==> src/rtl/ecg_stim_if.sv <==
// ecg_stim_if: control inputs and sample/marker outputs of the synthetic heartbeat source.
interface ecg_stim_if;
    logic       enable;
    logic [1:0] rate_sel;
    logic       amp_hi;
    logic [2:0] sample;
    logic       sample_valid;
    logic       r_mark;
    logic [7:0] beat_cnt;
    modport master (input enable, rate_sel, amp_hi, output sample, sample_valid, r_mark, beat_cnt);
    modport slave (output enable, rate_sel, amp_hi, input sample, sample_valid, r_mark, beat_cnt);
endinterface

==> src/rtl/ecg_stim_gen.sv <==
// ecg_stim_gen: repeating PQRST heartbeat on a 3-bit sample bus, one sample every SAMPLE_DIV clocks,
// with an R-peak marker and a wrapping beat counter.
module ecg_stim_gen #(
    parameter int SAMPLE_DIV = 4,
    parameter int BEAT_BASE  = 32,
    parameter int BEAT_STEP  = 16
) (
    input logic clk,
    input logic rst,
    ecg_stim_if.master bus
);
    localparam int PW = (SAMPLE_DIV > 2) ? $clog2(SAMPLE_DIV) : 1;
    localparam logic [PW-1:0] PRE_MAX = PW'(SAMPLE_DIV - 1);
    typedef enum logic [3:0] {IDLE, P, PQ, Q, R, S, ST, T, BL} state_t;
    state_t state, state_n, seg;
    logic [PW-1:0] pre;
    logic [7:0] pos, pos_n, interval;
    logic [1:0] rate_q;
    logic amp_q, strobe;
    logic [2:0] smp;
    // pos is the index of the last emitted sample within the beat; the segment follows from the next index
    always_comb begin
        strobe = bus.enable && pre == PRE_MAX;
        interval = 8'(BEAT_BASE) + 8'(rate_q) * 8'(BEAT_STEP);
        pos_n = (state == IDLE || pos == interval - 8'd1) ? 8'd0 : pos + 8'd1;
        seg = pos_n < 8'd2 ? P : pos_n == 8'd2 ? PQ : pos_n == 8'd3 ? Q : pos_n == 8'd4 ? R :
              pos_n == 8'd5 ? S : pos_n < 8'd8 ? ST : pos_n < 8'd11 ? T : BL;
        smp = seg == P ? 3'd3 : seg == Q ? 3'd1 : seg == R ? (amp_q ? 3'd7 : 3'd5) : seg == S ? 3'd0 :
              seg == T ? (pos_n == 8'd9 ? 3'd4 : 3'd3) : 3'd2;
        state_n = !bus.enable ? IDLE : strobe ? seg : state;
    end
    always_ff @(posedge clk or posedge rst)
        if (rst) state <= IDLE;
        else state <= state_n;
    always_ff @(posedge clk or posedge rst) begin
        if (rst) begin
            pre <= '0;
            pos <= '0;
            rate_q <= '0;
            amp_q <= 1'b0;
            bus.sample <= 3'd2;
            bus.sample_valid <= 1'b0;
            bus.r_mark <= 1'b0;
            bus.beat_cnt <= '0;
        end else if (!bus.enable) begin
            pre <= '0;
            pos <= '0;
            bus.sample <= 3'd2;
            bus.sample_valid <= 1'b0;
            bus.r_mark <= 1'b0;
        end else begin
            pre <= strobe ? '0 : pre + 1'b1;
            bus.sample_valid <= strobe;
            bus.r_mark <= strobe && seg == R;
            if (strobe) begin
                pos <= pos_n;
                bus.sample <= smp;
                if (seg == R) bus.beat_cnt <= bus.beat_cnt + 8'd1;
                // beat shape controls only change on the first P sample
                if (pos_n == 8'd0) begin
                    rate_q <= bus.rate_sel;
                    amp_q <= bus.amp_hi;
                end
            end
        end
    end
endmodule

==> src/flat_wrapper.sv <==
// flat-port wrapper written by rule: the top's interface ports become plain ports
module ecg_stim_gen_flat 
#(
    parameter int SAMPLE_DIV = 4,
    parameter int BEAT_BASE  = 32,
    parameter int BEAT_STEP  = 16
)
  (clk, rst, bus_enable, bus_rate_sel, bus_amp_hi, bus_sample, bus_sample_valid, bus_r_mark, bus_beat_cnt);
  ecg_stim_if bus_i ();
  input logic clk;
  input logic rst;
  input wire logic [$bits(bus_i.enable)-1:0] bus_enable;
  input wire logic [$bits(bus_i.rate_sel)-1:0] bus_rate_sel;
  input wire logic [$bits(bus_i.amp_hi)-1:0] bus_amp_hi;
  output wire logic [$bits(bus_i.sample)-1:0] bus_sample;
  output wire logic [$bits(bus_i.sample_valid)-1:0] bus_sample_valid;
  output wire logic [$bits(bus_i.r_mark)-1:0] bus_r_mark;
  output wire logic [$bits(bus_i.beat_cnt)-1:0] bus_beat_cnt;
  assign bus_i.enable = bus_enable;
  assign bus_i.rate_sel = bus_rate_sel;
  assign bus_i.amp_hi = bus_amp_hi;
  assign bus_sample = bus_i.sample;
  assign bus_sample_valid = bus_i.sample_valid;
  assign bus_r_mark = bus_i.r_mark;
  assign bus_beat_cnt = bus_i.beat_cnt;
  ecg_stim_gen #(.SAMPLE_DIV(SAMPLE_DIV), .BEAT_BASE(BEAT_BASE), .BEAT_STEP(BEAT_STEP)) u_core (.clk(clk), .rst(rst), .bus(bus_i));
endmodule
==> config.mk <==
export PLATFORM = sky130hd
export DESIGN_NAME = ecg_stim_gen_flat
export DESIGN_NICKNAME = d
export VERILOG_FILES = /design/src/rtl/ecg_stim_if.sv /design/src/rtl/ecg_stim_gen.sv /design/src/flat_wrapper.sv
export SDC_FILE = /design/constraint.sdc
export NUM_CORES = 1
export LEC_CHECK = 0
export ABC_AREA = 1
export CAP_MARGIN = 20
export CELL_PAD_IN_SITES_DETAIL_PLACEMENT = 0
export CELL_PAD_IN_SITES_GLOBAL_PLACEMENT = 2
export CORE_MARGIN = 2
export CORE_UTILIZATION = 35
export CTS_CLUSTER_SIZE = 8
export DETAILED_ROUTE_END_ITERATION = 7
export DONT_BUFFER_PORTS = 1
export GPL_ROUTABILITY_DRIVEN = 0
export PLACE_DENSITY_LB_ADDON = 0.1
export SLEW_MARGIN = 20
export SYNTH_ARGS = -nofsm -noshare
export SYNTH_HDL_FRONTEND = slang
export SYNTH_SLANG_ARGS = --single-unit
==> constraint.sdc <==
create_clock -name clk -period 2.5 [get_ports clk]
set_input_delay 0.5 -clock clk [delete_from_list [all_inputs] [get_ports clk]]
set_output_delay 0.5 -clock clk [all_outputs]
set_load 0.005 [all_outputs]
==> flow_summary.json, run 1 <==
{
  "status": "finished, final reports clean",
  "fin_setup_tns_ps": 0,
  "synth_area_leaders": "dfrtp_1 (43%), nand2_1 (13%), inv_1 (7.7%)",
  "num-nets-final": 242,
  "port_buffers": 0,
  "cts_tree": "built",
  "critPathBufInv": 1,
  "first_pass_iters": 4,
  "cts_num_sinks": 30,
  "cts_resized": 0,
  "antenna_found_initial": 0,
  "crit_chain": "ha_1 > nand2_1 > nand3_1 > nor2_2 > nand2_2 > nand2_1 > inv_1 > o21ai_0 > nand3_1 > a21oi_2 > nand2_1 > nor2_1 > nand3_1 > nand2_1",
  "nFillCells": 512,
  "intPower_mw": 0.785,
  "antennaDiodeCount": 0,
  "min_path_type": "input port to asynchronous set/reset pin",
  "synthFlopType": "dfrtp_1",
  "timing_worst_setup_path_type": "register to register",
  "syn-num-nets": 233,
  "setup.worst_path.start": "u_core.rate_q[0]$_DFFE_PP0P_",
  "ant_nets": 0,
  "synth_most_common_cell": "nand2_1",
  "drv_cap": 0,
  "critPathMaxStageDelay_ps": 400,
  "grt-ovfl-total": 0,
  "synth_area_per_cell_um2": 7.64,
  "vias": 1472,
  "tightest_slew_ps": 501,
  "drtIter0Drc": 97,
  "dp_hpwl_um": 3010,
  "core_mm2": 0.00469,
  "hold_buffers": 0,
  "p_per_area_mw_per_mm2": 565,
  "cts_root_buf": "clkbuf_8",
  "clock_skew_ps": 9.07,
  "clk_pin_slew_ps": 70,
  "ys_ff_latch": 30,
  "clkPwrFrac_pct": 37.2,
  "synth_area_mm2": 0.00170,
  "multi_input_area_um2": 801,
  "clk_path_buf_depth": 2,
  "yosysTopAreaCellShare_pct": 42.6,
  "static-leakage-power_nw": 0.989,
  "async_flop_share_pct": 100,
  "globalRouteTotalUtil_pct": 16.5,
  "drc": 0,
  "grt_pass1_wl_um": 6820,
  "vdd.ir_drop.worst_mv": 0.222,
  "synth_top_area_cell": "dfrtp_1",
  "drive_above_1_share_pct": 9.44,
  "worst_setup_path_start_kind": "register",
  "die_w_um": 73.8,
  "synthCells": 223,
  "initial_core_util_pct": 36.3,
  "cp_max_fo": 6,
  "hold_viol": 0,
  "drt_wl_total_um": 3890,
  "post-route-min-period_ps": 2220,
  "synth.distinct_cells": 24,
  "seq_power_share_pct": 50.1,
  "h-tree-depth": 2,
  "routed_via_density": 5.13,
  "cts_setup_buffers": 0,
  "io_pins": 19,
  "period_share_pct": 88.8,
  "max_freq_mhz": 451,
  "utilization_pct": 40.1,
  "cts_buffers": 5,
  "switching_share_pct": 26.0,
  "end_kind": "register",
  "wl_per_cell_um": 13.5,
  "yosys-top-cells-count": "nand2_1 (60), inv_1 (35), dfrtp_1 (29)",
  "relSlewSlack_pct": 66.6,
  "cp_slowest_cell": "dfrtp_1",
  "seq_area_frac_synth_pct": 44.2,
  "setup_viol": 0,
  "crit_required_ps": 2720,
  "row_count": 25,
  "rsz0062_at_grt": "false",
  "die_h_um": 73.8,
  "clock_latency_ps": 280,
  "arrival_ps": 2430,
  "critPathMostFrequentCell": "nand2_1",
  "reg2reg_from": "u_core.rate_q[0]$_DFFE_PP0P_",
  "die_area_mm2": 0.00544,
  "yosysWarnings": 0,
  "grt_pass1_vias": 1488,
  "slew_viol_final": 0,
  "grt_start_max_net_pins": 18,
  "synthToLayoutAreaGrowth_pct": 10.4,
  "synth-edff-count": 0,
  "netSwitchingPower_mw": 0.276,
  "pwr-share-comb_pct": 12.7,
  "seq_area_um2": 752,
  "path_delay_family": "simple AND/OR/NAND/NOR gates"
}
[layout by cell type (no fill, tap or decap)]
cell type  instances
a21oi_1            3
a21oi_2            2
buf_4              3
clkbuf_1           2
clkbuf_8           6
clkinv_1           2
dfrtp_1           29
dfstp_2            1
ha_1               4
inv_1             35
inv_2              2
nand2_1           60
nand2_2            3
nand3_1           17
nand3_2            1
nand4_1           10
nand4_4            1
nor2_1            24
nor2_2             1
nor2_8             1
nor3_2             1
o211ai_1           1
o21ai_0            9
o22ai_1            6
xnor2_1            4
xor2_1             5
[power by group through the flow]
stage | Clock (mW) | Combinational (mW) | Sequential (mW)
5_1_grt | 0.435 | 0.152 | 0.537
4_1_cts | 0.406 | 0.136 | 0.532
3_5_place_dp | 0 | 0.135 | 0.540
6_report | 0.395 | 0.135 | 0.531
2_1_floorplan | 0 | 0.0981 | 0.535
3_3_place_gp | 0 | 0.133 | 0.539
[cell families after synthesis]
family	Yosys count	share of synthesized area, %
AND/OR/NAND/NOR	119	32.3
buffers and inverters	40	8.82
flip-flops	30	44.2
AO/OA/AOI/OAI	21	7.20
XOR/XNOR	9	4.63
adder cells (fa/ha/maj)	4	2.94
[state kept, by name, indices dropped and copies added (netlist names)]
name	count
u_core.bus.beat_cnt	8
u_core.pos	8
u_core.state	4
u_core.bus.sample	3
u_core.pre	2
u_core.rate_q	2
u_core.amp_q	1
u_core.bus.r_mark	1
u_core.bus.sample_valid	1
[worst paths after layout]
path	end	slack, ps	cells after the start
max in group asynchronous	u_core.state[0]$_DFFE_PP0P_	1740	2
hold / removal	u_core.bus.beat_cnt[4]$_DFFE_PP0P_	130	1
min in group clk	u_core.pre[1]$_DFF_PP0_	320	2
setup / recovery	u_core.state[1]$_DFFE_PP0P_	280	14
setup reg to reg	u_core.state[1]$_DFFE_PP0P_	280	14
hold reg to reg	u_core.pre[0]$_DFF_PP0_	430	1
[per-layer routing]
metal	GRT usage (%)	vias to the layer above	part of all wire (%)
met1	20.7	697	45
met5	0	-	0
met3	4.39	11	4.3
li1	-	725	-
met2	27.3	39	49
met4	6.06	0	1.8
[through the flow]
step	instances	hold slack, ps	worst slack [ps]	total power, mW	area, µm²
CTS	287	145	285	1.07	1880
floorplan	223	410	585	0.633	1700
global route	287	155	114	1.12	1880
detailed placement	279	427	297	0.675	1790
global placement	279	421	305	0.671	1790
finish	287	128	281	1.06	1880
[cell type report]
type | instances | area share (%)
multi-input combinational | 153 | 42.6
sequential | 30 | 40.0
tap | 54 | 3.60
timing repair buffer | 3 | 1.20
clock buffer | 8 | 4.79
inverter | 39 | 7.79
(Power assumes the default switching activity.)
==> run 2, diff against run 1 <==
CORE_ASPECT_RATIO = 2   (was default)
==> run 2 against run 1 <==
Critical path depth did not move; register-to-register slack improved by 40 ps; sequential power barely moved; maximum frequency rose by 2.0%; via count fell by 1.4%; routed wire length fell by 0.41%; critical path type unchanged; combinational power fell by 4%; sequential share of layout area fell by 1.3 points; hold slack improved by 40 ps; global-route usage fell by 0.71 points; final area rose by 3.4%.
==> flow_summary.json, run 2 (synthesis gave the netlist of run 1 again) <==
{
  "status": "finished, final reports clean",
  "h-tree-depth": 2,
  "row_count": 36,
  "fin_setup_tns_ps": 0,
  "clk_path_buf_depth": 2,
  "drv_cap": 0,
  "layout_commonest_cell": "nand2_1",
  "setup_viol": 0,
  "clock_skew_ps": 4.72,
  "antennaDiodeCount": 0,
  "ant_nets": 0,
  "io_pins": 19,
  "fin_hold_ws_ps": 168,
  "max_freq_mhz": 460,
  "clk_pin_slew_ps": 60,
  "die_h_um": 103,
  "grt_pass1_wl_um": 6320,
  "cts_buffers": 5,
  "grt_pass1_vias": 1416,
  "hold_buffers": 0,
  "grt_start_max_net_pins": 17,
  "cts_resized": 0,
  "p_per_area_mw_per_mm2": 657,
  "antenna_found_initial": 0,
  "drtIter0Drc": 26,
  "dp_hpwl_um": 3020,
  "end_kind": "register",
  "seq_power_share_pct": 41.6,
  "post-route-min-period_ps": 2180,
  "drt_wl_total_um": 3870,
  "die_w_um": 53.3,
  "num-nets-final": 243,
  "pwr-share-comb_pct": 10.1,
  "min_path_type": "input port to asynchronous set/reset pin",
  "vdd.ir_drop.worst_mv": 0.465,
  "intPower_mw": 0.985,
  "vias": 1451,
  "grt-ovfl-total": 0,
  "rsz0062_at_grt": "false",
  "port_buffers": 0,
  "drive_above_1_share_pct": 10.7,
  "hold_viol": 0,
  "tightest_slew_ps": 599,
  "globalRouteTotalUtil_pct": 15.8,
  "initial_core_util_pct": 35.7,
  "routed_via_density": 4.99,
  "arrival_ps": 2400,
  "worst_setup_path_start_kind": "register",
  "relSlewSlack_pct": 60.0,
  "synthToLayoutAreaGrowth_pct": 14.1,
  "die_area_mm2": 0.00547,
  "cts_setup_buffers": 0,
  "static-leakage-power_nw": 1.02,
  "cts_tree": "built",
  "cts_num_sinks": 30,
  "drc": 0,
  "clkPwrFrac_pct": 48.3,
  "cp_max_fo": 6,
  "core_mm2": 0.00477,
  "cts_root_buf": "clkbuf_8",
  "crit_required_ps": 2730,
  "first_pass_iters": 4,
  "switching_share_pct": 22.8,
  "slew_viol_final": 0,
  "netSwitchingPower_mw": 0.291,
  "wl_per_cell_um": 13.3,
  "final_cell_mix": "nand2_1 (60), inv_1 (35), dfrtp_1 (29)",
  "clock_latency_ps": 290,
  "largest_registers": "u_core.bus.beat_cnt: 8 flops, u_core.pos: 8 flops, u_core.state: 4 flops",
  "nFillCells": 528,
  "timing_worst_setup_path_type": "register to register",
  "period_share_pct": 87.0
}
run 2: cell types whose count changed in the layout (fill, tap and decap cells not counted):
cell       change
clkbuf_1       -2
bufinv_16      +2
buf_4          +1
run 2: worst paths after layout:
check | cells past startpoint | endpoint | slack (ps) | from
hold / removal | 1 | u_core.bus.r_mark$_DFF_PP0_ | 170 | rst
setup / recovery | 14 | u_core.state[1]$_DFFE_PP0P_ | 320 | u_core.rate_q[0]$_DFFE_PP0P_
max in group asynchronous | 2 | u_core.bus.sample[1]$_DFFE_PP1P_ | 1630 | rst
min in group clk | 2 | u_core.pre[1]$_DFF_PP0_ | 310 | bus_enable
hold reg to reg | 1 | u_core.pre[0]$_DFF_PP0_ | 450 | u_core.pre[0]$_DFF_PP0_
setup reg to reg | 14 | u_core.state[1]$_DFFE_PP0P_ | 320 | u_core.rate_q[0]$_DFFE_PP0P_
run 2: power by group through the flow:
stage                     Sequential, mW  Clock (mW)  Combinational, mW
after floorplan                    0.535           0             0.0981
after detailed placement           0.540           0              0.133
after global placement             0.540           0              0.130
after CTS                          0.531       0.632              0.134
final                              0.531       0.616              0.129
after global routing               0.536       0.651              0.157
run 2: through the flow:
step | power [mW] | setup WS (ps) | area (µm²) | util (%) | instances
floorplan | 0.633 | 585 | 1700 | - | 223
global placement | 0.670 | 302 | 1800 | 37.7 | 283
detailed placement | 0.673 | 321 | 1800 | 37.7 | 283
CTS | 1.30 | 298 | 1940 | 40.7 | 291
global route | 1.34 | 63.7 | 1940 | 40.7 | 291
finish | 1.28 | 324 | 1940 | 40.7 | 291
run 2: cell type report:
cell class | instances | area [µm²] | area share, %
multi-input combinational | 153 | 801 | 41.2
inverter | 39 | 146 | 7.53
sequential | 30 | 752 | 38.7
tap | 57 | 71.3 | 3.67
clock buffer | 6 | 82.6 | 4.25
clock inverter | 2 | 60.1 | 3.09
timing repair buffer | 4 | 30.0 | 1.55
run 2: critical path, stage by stage, from the launching register on:
cell	delay [ps]
dfrtp_1	390
ha_1	320
nand2_1	80
nand3_1	90
nor2_2	110
nand2_2	100
nand2_1	190
inv_1	100
o21ai_0	80
nand3_1	140
a21oi_2	210
nand2_1	70
nor2_1	90
nand3_1	80
nand2_1	60
run 2: metal layers:
metal	vias up	global-route usage [%]	share of wire (%)
li1	730	-	-
met1	685	19.1	43
met2	30	26.6	53
met3	6	3.04	3.1
met4	0	6.71	1.7
met5	-	0	0
==> run 3, diff against run 2 <==
ABC_CLOCK_PERIOD_IN_PS = 2500   (was default)
CORE_MARGIN = default   (was 2)
==> run 3 against run 2 <==
Routed wire length is 11% higher; setup slack worse by 180 ps; count of clock-buffer cells in the layout stayed put.
==> flow_summary.json, run 3 (synthesis gave the netlist of run 1 again) <==
{
  "status": "finished, final reports clean",
  "p_per_area_mw_per_mm2": 548,
  "arrival_ps": 2530,
  "grt-ovfl-total": 0,
  "die_w_um": 51.3,
  "reg2reg_from": "u_core.rate_q[0]$_DFFE_PP0P_",
  "hold_buffers": 0,
  "timing_worst_setup_path_type": "register to register",
  "slew_viol_final": 0,
  "cts_num_sinks": 30,
  "vdd.ir_drop.worst_mv": 0.357,
  "globalRouteTotalUtil_pct": 19.2,
  "drt_wl_total_um": 4300,
  "cts_root_buf": "clkbuf_8",
  "antenna_found_initial": 0,
  "r2r_cells": 13,
  "static-leakage-power_nw": 0.988,
  "clk_pin_slew_ps": 70,
  "grt_pass1_wl_um": 7100,
  "final_cell_area_mm2": 0.00188,
  "clk_path_buf_depth": 2,
  "h-tree-depth": 2,
  "wl_per_cell_um": 14.9,
  "clock_skew_ps": 10.1,
  "largest_registers": "u_core.bus.beat_cnt: 8 flops, u_core.pos: 8 flops, u_core.state: 4 flops",
  "dp_hpwl_um": 3340,
  "end_kind": "register",
  "cp_max_fo": 10,
  "die_area_mm2": 0.00517,
  "min_path_type": "input port to asynchronous set/reset pin",
  "clock_latency_ps": 280,
  "first_pass_iters": 4,
  "cts_buffers": 5,
  "antennaDiodeCount": 0,
  "io_pins": 19,
  "grt_start_max_net_pins": 31,
  "hold_viol": 0,
  "relSlewSlack_pct": 73.7,
  "max_freq_mhz": 424,
  "period_share_pct": 94.4,
  "ant_nets": 0,
  "port_buffers": 0,
  "routed_via_density": 4.99,
  "r2r_slack_ps": 140,
  "drc": 0,
  "die_h_um": 101,
  "num-nets-final": 242,
  "layout_commonest_cell": "nand2_1",
  "initial_core_util_pct": 36.7,
  "final_cell_mix": "nand2_1 (60), inv_1 (35), dfrtp_1 (29)",
  "crit_required_ps": 2670,
  "setup.worst_path.start": "u_core.rate_q[0]$_DFFE_PP0P_",
  "row_count": 35,
  "cts_tree": "built",
  "synthToLayoutAreaGrowth_pct": 10.1,
  "setup_viol": 0,
  "fin_setup_tns_ps": 0,
  "core_mm2": 0.00464,
  "grt_pass1_vias": 1515,
  "drv_cap": 0,
  "rsz0062_at_grt": "false",
  "nFillCells": 526,
  "tightest_slew_ps": 395,
  "worst_setup_path_start_kind": "register",
  "vias": 1438,
  "reg2reg_to": "u_core.bus.sample[0]$_DFFE_PP0P_",
  "drive_above_1_share_pct": 10.3,
  "drtIter0Drc": 45,
  "placed_cell_area_mm2": 0.00179,
  "fin_hold_ws_ps": 177,
  "post-route-min-period_ps": 2360
}
[run 3: cell types whose count changed in the layout (fill, tap and decap cells not counted), sizes merged]
cell,previous run,this run
clkinv,2,4
bufinv,2,0
buf,4,3
[run 3: layer usage]
| metal | wire (µm) | track usage [%] |
|---|---|---|
| met2 | 2610 | 38.8 |
| met3 | 131 | 3.62 |
| met4 | 91 | 8.11 |
| met5 | 0 | 0 |
| met1 | 1480 | 17.3 |
[run 3: worst max path at each step]
stage / end / slack (ps)
after detailed placement: u_core.bus.sample[0]$_DFFE_PP0P_ / 190
after floorplan: u_core.bus.sample[0]$_DFFE_PP0P_ / 580
after global placement: u_core.bus.sample[0]$_DFFE_PP0P_ / 220
after global routing: u_core.bus.sample[0]$_DFFE_PP0P_ / 6
after CTS: u_core.bus.sample[0]$_DFFE_PP0P_ / 190
final: u_core.bus.sample[0]$_DFFE_PP0P_ / 140
[run 3: report_power, final]
group	switching, mW	total (mW)	internal, mW
Sequential	0.0191	0.533	0.514
Clock	0.176	0.368	0.192
Combinational	0.0825	0.127	0.0449
Total	0.277	1.03	0.751
[run 3: per-stage QoR]
step | utilization, % | instances | power [mW] | setup WS (ps)
after floorplan | - | 223 | 0.633 | 585
after detailed placement | 38.6 | 280 | 0.674 | 189
after global placement | 38.6 | 280 | 0.669 | 220
final | 40.4 | 288 | 1.03 | 140
after CTS | 40.4 | 288 | 1.05 | 187
after global routing | 40.4 | 288 | 1.09 | 6.41
[run 3: area by class of cell]
class	count	area, µm²	area share, %
Multi-Input combinational cell	153	803	42.8
Sequential cell	30	752	40.1
Inverter	39	146	7.81
Clock buffer	6	72.6	3.87
Tap cell	55	68.8	3.67
Timing Repair Buffer	3	22.5	1.20
Clock inverter	2	10.0	0.534
[run 3: repair_timing]
item,in CTS,in global routing
setup buffers,0,0
setup endpoints to repair,0,1
resized for setup,0,1
[run 3: critical path: stages, from the launching register on]
cell     delay (ps)
dfrtp_1         400
ha_1            320
o21ai_0         270
nor2_1           90
nand2_2         140
nand2_1         180
a21oi_2         280
nor2_8           90
nand3_1         130
inv_1            90
nor2_1           90
nand2_1          70
nand2_1          60
nand2_1          60
